<file path="config.mk">
export PLATFORM = sky130hd
export DESIGN_NAME = mem_responder
export DESIGN_NICKNAME = d
export VERILOG_FILES = /design/src/rtl/mem_responder_pkg.sv /design/src/rtl/mem_responder_array.sv /design/src/rtl/mem_responder.sv
export SDC_FILE = /design/constraint.sdc
export NUM_CORES = 1
export LEC_CHECK = 0
export ABC_AREA = 1
export BUFFER_PORTS_ARGS = -buffer_cell sky130_fd_sc_hd__buf_4
export CORE_ASPECT_RATIO = 2
export CORE_MARGIN = 1.5
export CORE_UTILIZATION = 57
export DETAILED_ROUTE_END_ITERATION = 16
export GPL_ROUTABILITY_DRIVEN = 0
export PLACE_DENSITY = 0.85
export REMOVE_ABC_BUFFERS = 1
export SYNTH_ARGS = -nofsm -noshare
export SYNTH_HDL_FRONTEND = slang
export SYNTH_SLANG_ARGS = --single-unit
</file>
<file path="constraint.sdc">
create_clock -name clk -period 2.3 [get_ports clk]
set_input_delay 0.46 -clock clk [delete_from_list [all_inputs] [get_ports clk]]
set_output_delay 0.46 -clock clk [all_outputs]
set_load 0.01 [all_outputs]
</file>
<file path="src/rtl/mem_responder_pkg.sv">
// rtl/mem_responder_pkg.sv - shared types and constants for the data-memory responder
package mem_responder_pkg;

  localparam int unsigned DATA_W   = 16;
  localparam logic [15:0] ERR_DATA = 16'hDEAD;

  typedef enum logic [1:0] {
    ST_IDLE,
    ST_WAIT,
    ST_RESP
  } state_e;

endpackage

</file>
<file path="src/rtl/mem_responder_array.sv">
// rtl/mem_responder_array.sv - synchronous DEPTH x N word storage with registered read data
module mem_responder_array
  import mem_responder_pkg::*;
#(
  parameter int N     = DATA_W,
  parameter int DEPTH = 64
) (
  input  logic                     clk,
  input  logic                     rst_n,
  input  logic                     en,
  input  logic                     we,
  input  logic                     rd,
  input  logic [$clog2(DEPTH)-1:0] idx,
  input  logic [N-1:0]             wdata,
  output logic [N-1:0]             rdata
);

  logic [N-1:0] mem_q [DEPTH];
  logic [N-1:0] rdata_d, rdata_q;

  // Storage is deliberately left out of reset so an aborted store leaves old contents intact.
  always_ff @(posedge clk) begin
    if (en && we) begin
      mem_q[idx] <= wdata;
    end
  end

  always_comb begin
    rdata_d = rdata_q;
    if (en) begin
      rdata_d = rd ? mem_q[idx] : '0;
    end
  end

  always_ff @(posedge clk or negedge rst_n) begin
    if (!rst_n) begin
      rdata_q <= '0;
    end else begin
      rdata_q <= rdata_d;
    end
  end

  assign rdata = rdata_q;

endmodule

</file>
<file path="src/rtl/mem_responder.sv">
// rtl/mem_responder.sv - handshaked multi-cycle data-memory slave with programmable wait states
// Optional error reporting (rsp_err, 16'hDEAD load data) enabled by MEM_RESPONDER_ERR_EN.
module mem_responder
  import mem_responder_pkg::*;
#(
  parameter int n     = DATA_W,
  parameter int DEPTH = 64,
  parameter int WAIT  = 2
) (
  input  logic         clk,
  input  logic         reset,
  input  logic         req_valid,
  output logic         req_ready,
  input  logic         req_we,
  input  logic [n-1:0] req_addr,
  input  logic [n-1:0] req_wdata,
  output logic         rsp_valid,
  input  logic         rsp_ready,
  output logic         rsp_write,
  output logic [n-1:0] rsp_rdata
`ifdef MEM_RESPONDER_ERR_EN
  ,
  output logic         rsp_err
`endif
);

  localparam int IDX_W = $clog2(DEPTH);

  state_e             state_d, state_q;
  logic [3:0]         cnt_d, cnt_q;
  logic               req_ready_d, req_ready_q;
  logic               rsp_valid_d, rsp_valid_q;
  logic               rsp_write_d, rsp_write_q;
  logic               we_d, we_q;
  logic [IDX_W-1:0]   idx_d, idx_q;
  logic [n-1:0]       wdata_d, wdata_q;
  logic               err_d, err_q;
  logic               req_err;
  logic               access;
  logic [n-1:0]       arr_rdata;

`ifdef MEM_RESPONDER_ERR_EN
  logic rsp_err_d, rsp_err_q;
  assign req_err = req_addr[0] | (|req_addr[n-1:IDX_W+1]);
`else
  logic unused_addr_bits;
  assign unused_addr_bits = ^{req_addr[0], req_addr[n-1:IDX_W+1]};
  assign req_err          = 1'b0;
`endif

  always_comb begin
    state_d     = state_q;
    cnt_d       = cnt_q;
    req_ready_d = req_ready_q;
    rsp_valid_d = rsp_valid_q;
    rsp_write_d = rsp_write_q;
    we_d        = we_q;
    idx_d       = idx_q;
    wdata_d     = wdata_q;
    err_d       = err_q;
    access      = 1'b0;
    case (state_q)
      ST_IDLE: begin
        req_ready_d = 1'b1;
        if (req_valid && req_ready_q) begin
          we_d        = req_we;
          idx_d       = req_addr[IDX_W:1];
          wdata_d     = req_wdata;
          err_d       = req_err;
          cnt_d       = 4'(WAIT);
          req_ready_d = 1'b0;
          state_d     = ST_WAIT;
        end
      end
      // Counter reaching zero adds the final cycle, giving WAIT+1 edges from accept to response.
      ST_WAIT: begin
        if (cnt_q == 4'd0) begin
          access      = 1'b1;
          rsp_valid_d = 1'b1;
          rsp_write_d = we_q;
          state_d     = ST_RESP;
        end else begin
          cnt_d = cnt_q - 4'd1;
        end
      end
      ST_RESP: begin
        if (rsp_ready) begin
          rsp_valid_d = 1'b0;
          rsp_write_d = 1'b0;
          req_ready_d = 1'b1;
          state_d     = ST_IDLE;
        end
      end
      default: begin
        state_d     = ST_IDLE;
        req_ready_d = 1'b0;
        rsp_valid_d = 1'b0;
      end
    endcase
  end

  always_ff @(posedge clk or negedge reset) begin
    if (!reset) begin
      state_q     <= ST_IDLE;
      cnt_q       <= '0;
      req_ready_q <= 1'b0;
      rsp_valid_q <= 1'b0;
      rsp_write_q <= 1'b0;
      we_q        <= 1'b0;
      idx_q       <= '0;
      wdata_q     <= '0;
      err_q       <= 1'b0;
    end else begin
      state_q     <= state_d;
      cnt_q       <= cnt_d;
      req_ready_q <= req_ready_d;
      rsp_valid_q <= rsp_valid_d;
      rsp_write_q <= rsp_write_d;
      we_q        <= we_d;
      idx_q       <= idx_d;
      wdata_q     <= wdata_d;
      err_q       <= err_d;
    end
  end

`ifdef MEM_RESPONDER_ERR_EN
  always_comb begin
    rsp_err_d = rsp_err_q;
    if (access) begin
      rsp_err_d = err_q;
    end else if ((state_q == ST_RESP) && rsp_ready) begin
      rsp_err_d = 1'b0;
    end
  end

  always_ff @(posedge clk or negedge reset) begin
    if (!reset) begin
      rsp_err_q <= 1'b0;
    end else begin
      rsp_err_q <= rsp_err_d;
    end
  end

  assign rsp_err = rsp_err_q;
`endif

  mem_responder_array #(
    .N     (n),
    .DEPTH (DEPTH)
  ) u_array (
    .clk   (clk),
    .rst_n (reset),
    .en    (access),
    .we    (we_q && !err_q),
    .rd    (!we_q),
    .idx   (idx_q),
    .wdata (wdata_q),
    .rdata (arr_rdata)
  );

  assign req_ready = req_ready_q;
  assign rsp_valid = rsp_valid_q;
  assign rsp_write = rsp_write_q;
  assign rsp_rdata = (err_q && !we_q) ? ERR_DATA : arr_rdata;

endmodule

</file>
==> results.json <==
{
  "crit_path_end_kind": "register",
  "grt_pass1_wl_um": 187000,
  "synth_common_cells": "nand2_1, edfxtp_1, buf_2, nor2_1, dfrtp_1",
  "period_share_pct": 104,
  "vias_per_cell": 5.84,
  "avgSynthCellArea_um2": 10.1,
  "stdcell_area_um2": 52000,
  "routed_wl_um": 125000,
  "rsz0062_at_grt": "yes",
  "drcViolationCount": 0,
  "fin_ws_ns": -0.0931,
  "cts_root_buf": "clkbuf_16",
  "slew_headroom_pct": 33.7,
  "report.final.setup_viol": 7,
  "start_kind": "register",
  "fmax_ghz": 0.418,
  "cts_tree": "yes",
  "grt_pass1_vias": 33184,
  "ir_drop_mv": 1.80,
  "clkSinkCount": 1072,
  "dp_hpwl_um": 75200,
  "async_reset_ff_share_pct": 4.48,
  "worstPathRequired_ns": 2.85,
  "synth_top_flop_cell": "edfxtp_1",
  "worstPathMaxFanout": 19,
  "htree_levels": 3,
  "drive_gt1_share_pct": 10.6,
  "clock_path_buffers": 3,
  "yosys-top-cells-area": "edfxtp_1, nand2_1, dfrtp_1",
  "seq_power_share_pct": 39.9,
  "fillers": 4798,
  "synth_cells": 4450,
  "synth_top_area_share_pct": 68.2,
  "p_leak_nw": 22.1,
  "violations": "setup timing",
  "synth_largest_area_cell": "edfxtp_1",
  "antenna_found_initial": 1,
  "num_vias": 33359,
  "cp_data_arrival_time_ns": 2.95,
  "ys_ff_latch": 1072,
  "numCtsBuffers": 82,
  "clk_latency_ns": 0.68,
  "slew_viol_final": 0,
  "seq_area_frac_synth_pct": 70.9,
  "core-area_um2": 78200,
  "yosysWarnings": 0,
  "num_rows": 145,
  "final.min_clock_period_ns": 2.39,
  "p_int_mw": 39.0,
  "postRouteAntennaNets": 0,
  "die_area_um2": 80900,
  "critical_path_class": "reg2reg",
  "hold_path_class": "in2reg",
  "drtIter0Drc": 4601,
  "start_util_pct": 57.6,
  "syn_to_final_growth_pct": 15.4,
  "tightestPinTransition_ns": 0.994,
  "drt-pass1-iter-count": 6,
  "rrSetupSlack_ns": -0.09,
  "finClkSkew_ns": 0.0256,
  "p_per_area_nw_per_um2": 1240,
  "die_width_um": 202,
  "overflow": 0,
  "combPwrFrac_pct": 37.4,
  "tns_ns": -0.229,
  "grt_max_degree": 93,
  "die_h_um": 401,
  "synth_area_um2": 45100,
  "post_synth_num_cell_types": 25,
  "p_switching_mw": 25.4,
  "grt_use_total_pct": 30.8,
  "swShare_pct": 39.4,
  "synth_edf_count": 1024,
  "wl_per_cell_um": 22.0,
  "layout.nets": 4653,
  "cap_violations": 0,
  "clockPowerShare_pct": 22.7,
  "portBuffers": 45,
  "ios": 56,
  "hold_viol": 0,
  "yosysMostFrequentCell": "nand2_1",
  "placed_cell_area_um2": 48800,
  "path_clk_slew_ns": 0.07,
  "status": "finished, violations left"
}
[kinds of logic (layout without fill, tap and decap cells)]
family	Yosys count	count (layout)	synth area share (%)
AND/OR/NAND/NOR	3094	3094	26.0
flip-flops	1072	1072	70.9
buffers and inverters	254	482	2.66
AO/OA/AOI/OAI	28	28	0.353
adder cells (fa/ha/maj)	2	2	0.0555
other	0	1	0
[final timing paths]
check	start	end	cells after the start
max in group asynchronous	reset	idx_q[2]$_DFFE_PN0P_	2
hold reg to reg	u_array.rdata[15]$_DFFE_PN0P_	u_array.rdata[15]$_DFFE_PN0P_	2
setup reg to reg	idx_q[0]$_DFFE_PN0P_	u_array.rdata[0]$_DFFE_PN0P_	14
hold / removal	req_wdata[14]	wdata_q[14]$_DFFE_PN0P_	3
setup / recovery	idx_q[0]$_DFFE_PN0P_	u_array.rdata[0]$_DFFE_PN0P_	14
min in group asynchronous	reset	wdata_q[12]$_DFFE_PN0P_	2
[timing repair]
action,in CTS,in global routing
setup buffers,0,1
gates resized for setup,10,86
setup endpoints to repair,125,740
pin swaps,0,1
hold buffers,16,0
gates cloned,0,3
hold endpoints to repair,63,0
[final cells by class]
type                       instances  area [µm²]  share of cell area (%)
antenna                            1        2.50                 0.00481
inverter                          42         189                   0.363
clock buffer                     105        2220                    4.27
sequential                      1072       32000                    61.5
multi-input combinational       3124       12100                    23.4
tap                             1029        1290                    2.48
clock inverter                    43         498                   0.958
timing repair buffer             292        3680                    7.08
[placed cells by master, fill, tap and decap left out, types with 2 or more instances in the layout]
cell type,count
clkinv_8,4
nand2_1,2937
o211ai_1,7
bufinv_16,9
dfrtp_2,16
dlygate4sd3_1,16
clkbuf_1,16
clkbuf_16,84
nand3_1,15
nor3_4,6
inv_2,3
ha_1,2
or2_1,4
nor2_4,12
nand2_2,6
clkbuf_8,7
inv_4,3
nor3_2,3
nor3_1,3
nor2_2,40
clkinv_1,10
inv_1,34
inv_6,2
buf_4,149
o21ai_1,7
dfrtp_1,29
clkinvlp_4,7
buf_6,15
clkinv_2,11
dfrtp_4,3
edfxtp_1,1024
buf_12,109
o21ai_0,12
nor2_1,65
[registers in the layout, indices dropped and copies added, names as in the netlist, 2 cells and up]
register and flops:
wdata_q 16, idx_q 6, u_array.mem_q 1024, cnt_q 4, u_array.rdata 16, state_q 2
[critical path: stages (launching register included)]
cell,delay (ns)
dfrtp_4,0.58
buf_12,0.21
buf_4,0.22
nand2_1,0.12
nand2_1,0.10
nand2_1,0.10
nand2_1,0.07
nand2_1,0.10
nand2_1,0.11
nand2_1,0.23
nand2_1,0.09
nor2_1,0.11
nand2_1,0.07
nand2_1,0.08
nand2_1,0.05
[layer usage]
layer  track usage [%]  part of all wire [%]
met5                 0                     0
met4              24.9                   9.4
met3              5.14                    10
met2              53.2                    51
met1              33.1                    30
[power by group through the flow]
stage | combinational [mW] | clock, mW | sequential (mW)
floorplan | 6.39 | 0 | 26.8
global placement | 21.7 | 0 | 25.9
detailed placement | 22.4 | 0 | 26.0
CTS | 22.9 | 14.6 | 25.6
global route | 25.8 | 15.2 | 25.7
finish | 24.1 | 14.6 | 25.7
[per-stage QoR]
| stage | std cells | hold slack [ns] | util [%] | worst slack [ns] | power (mW) |
|---|---|---|---|---|---|
| floorplan | 4238 | 0.164 | - | -18.75 | 33.2 |
| global placement | 5539 | 0.469 | 62.4 | -0.00878 | 47.6 |
| detailed placement | 5539 | 0.474 | 62.4 | -0.0412 | 48.4 |
| CTS | 5703 | 0.000758 | 66.1 | 0.00516 | 63.1 |
| global route | 5708 | 0.0187 | 66.5 | -0.107 | 66.7 |
| finish | 5708 | 0.0137 | 66.5 | -0.0931 | 64.4 |
No activity file was read; power rests on OpenSTA's default activity.
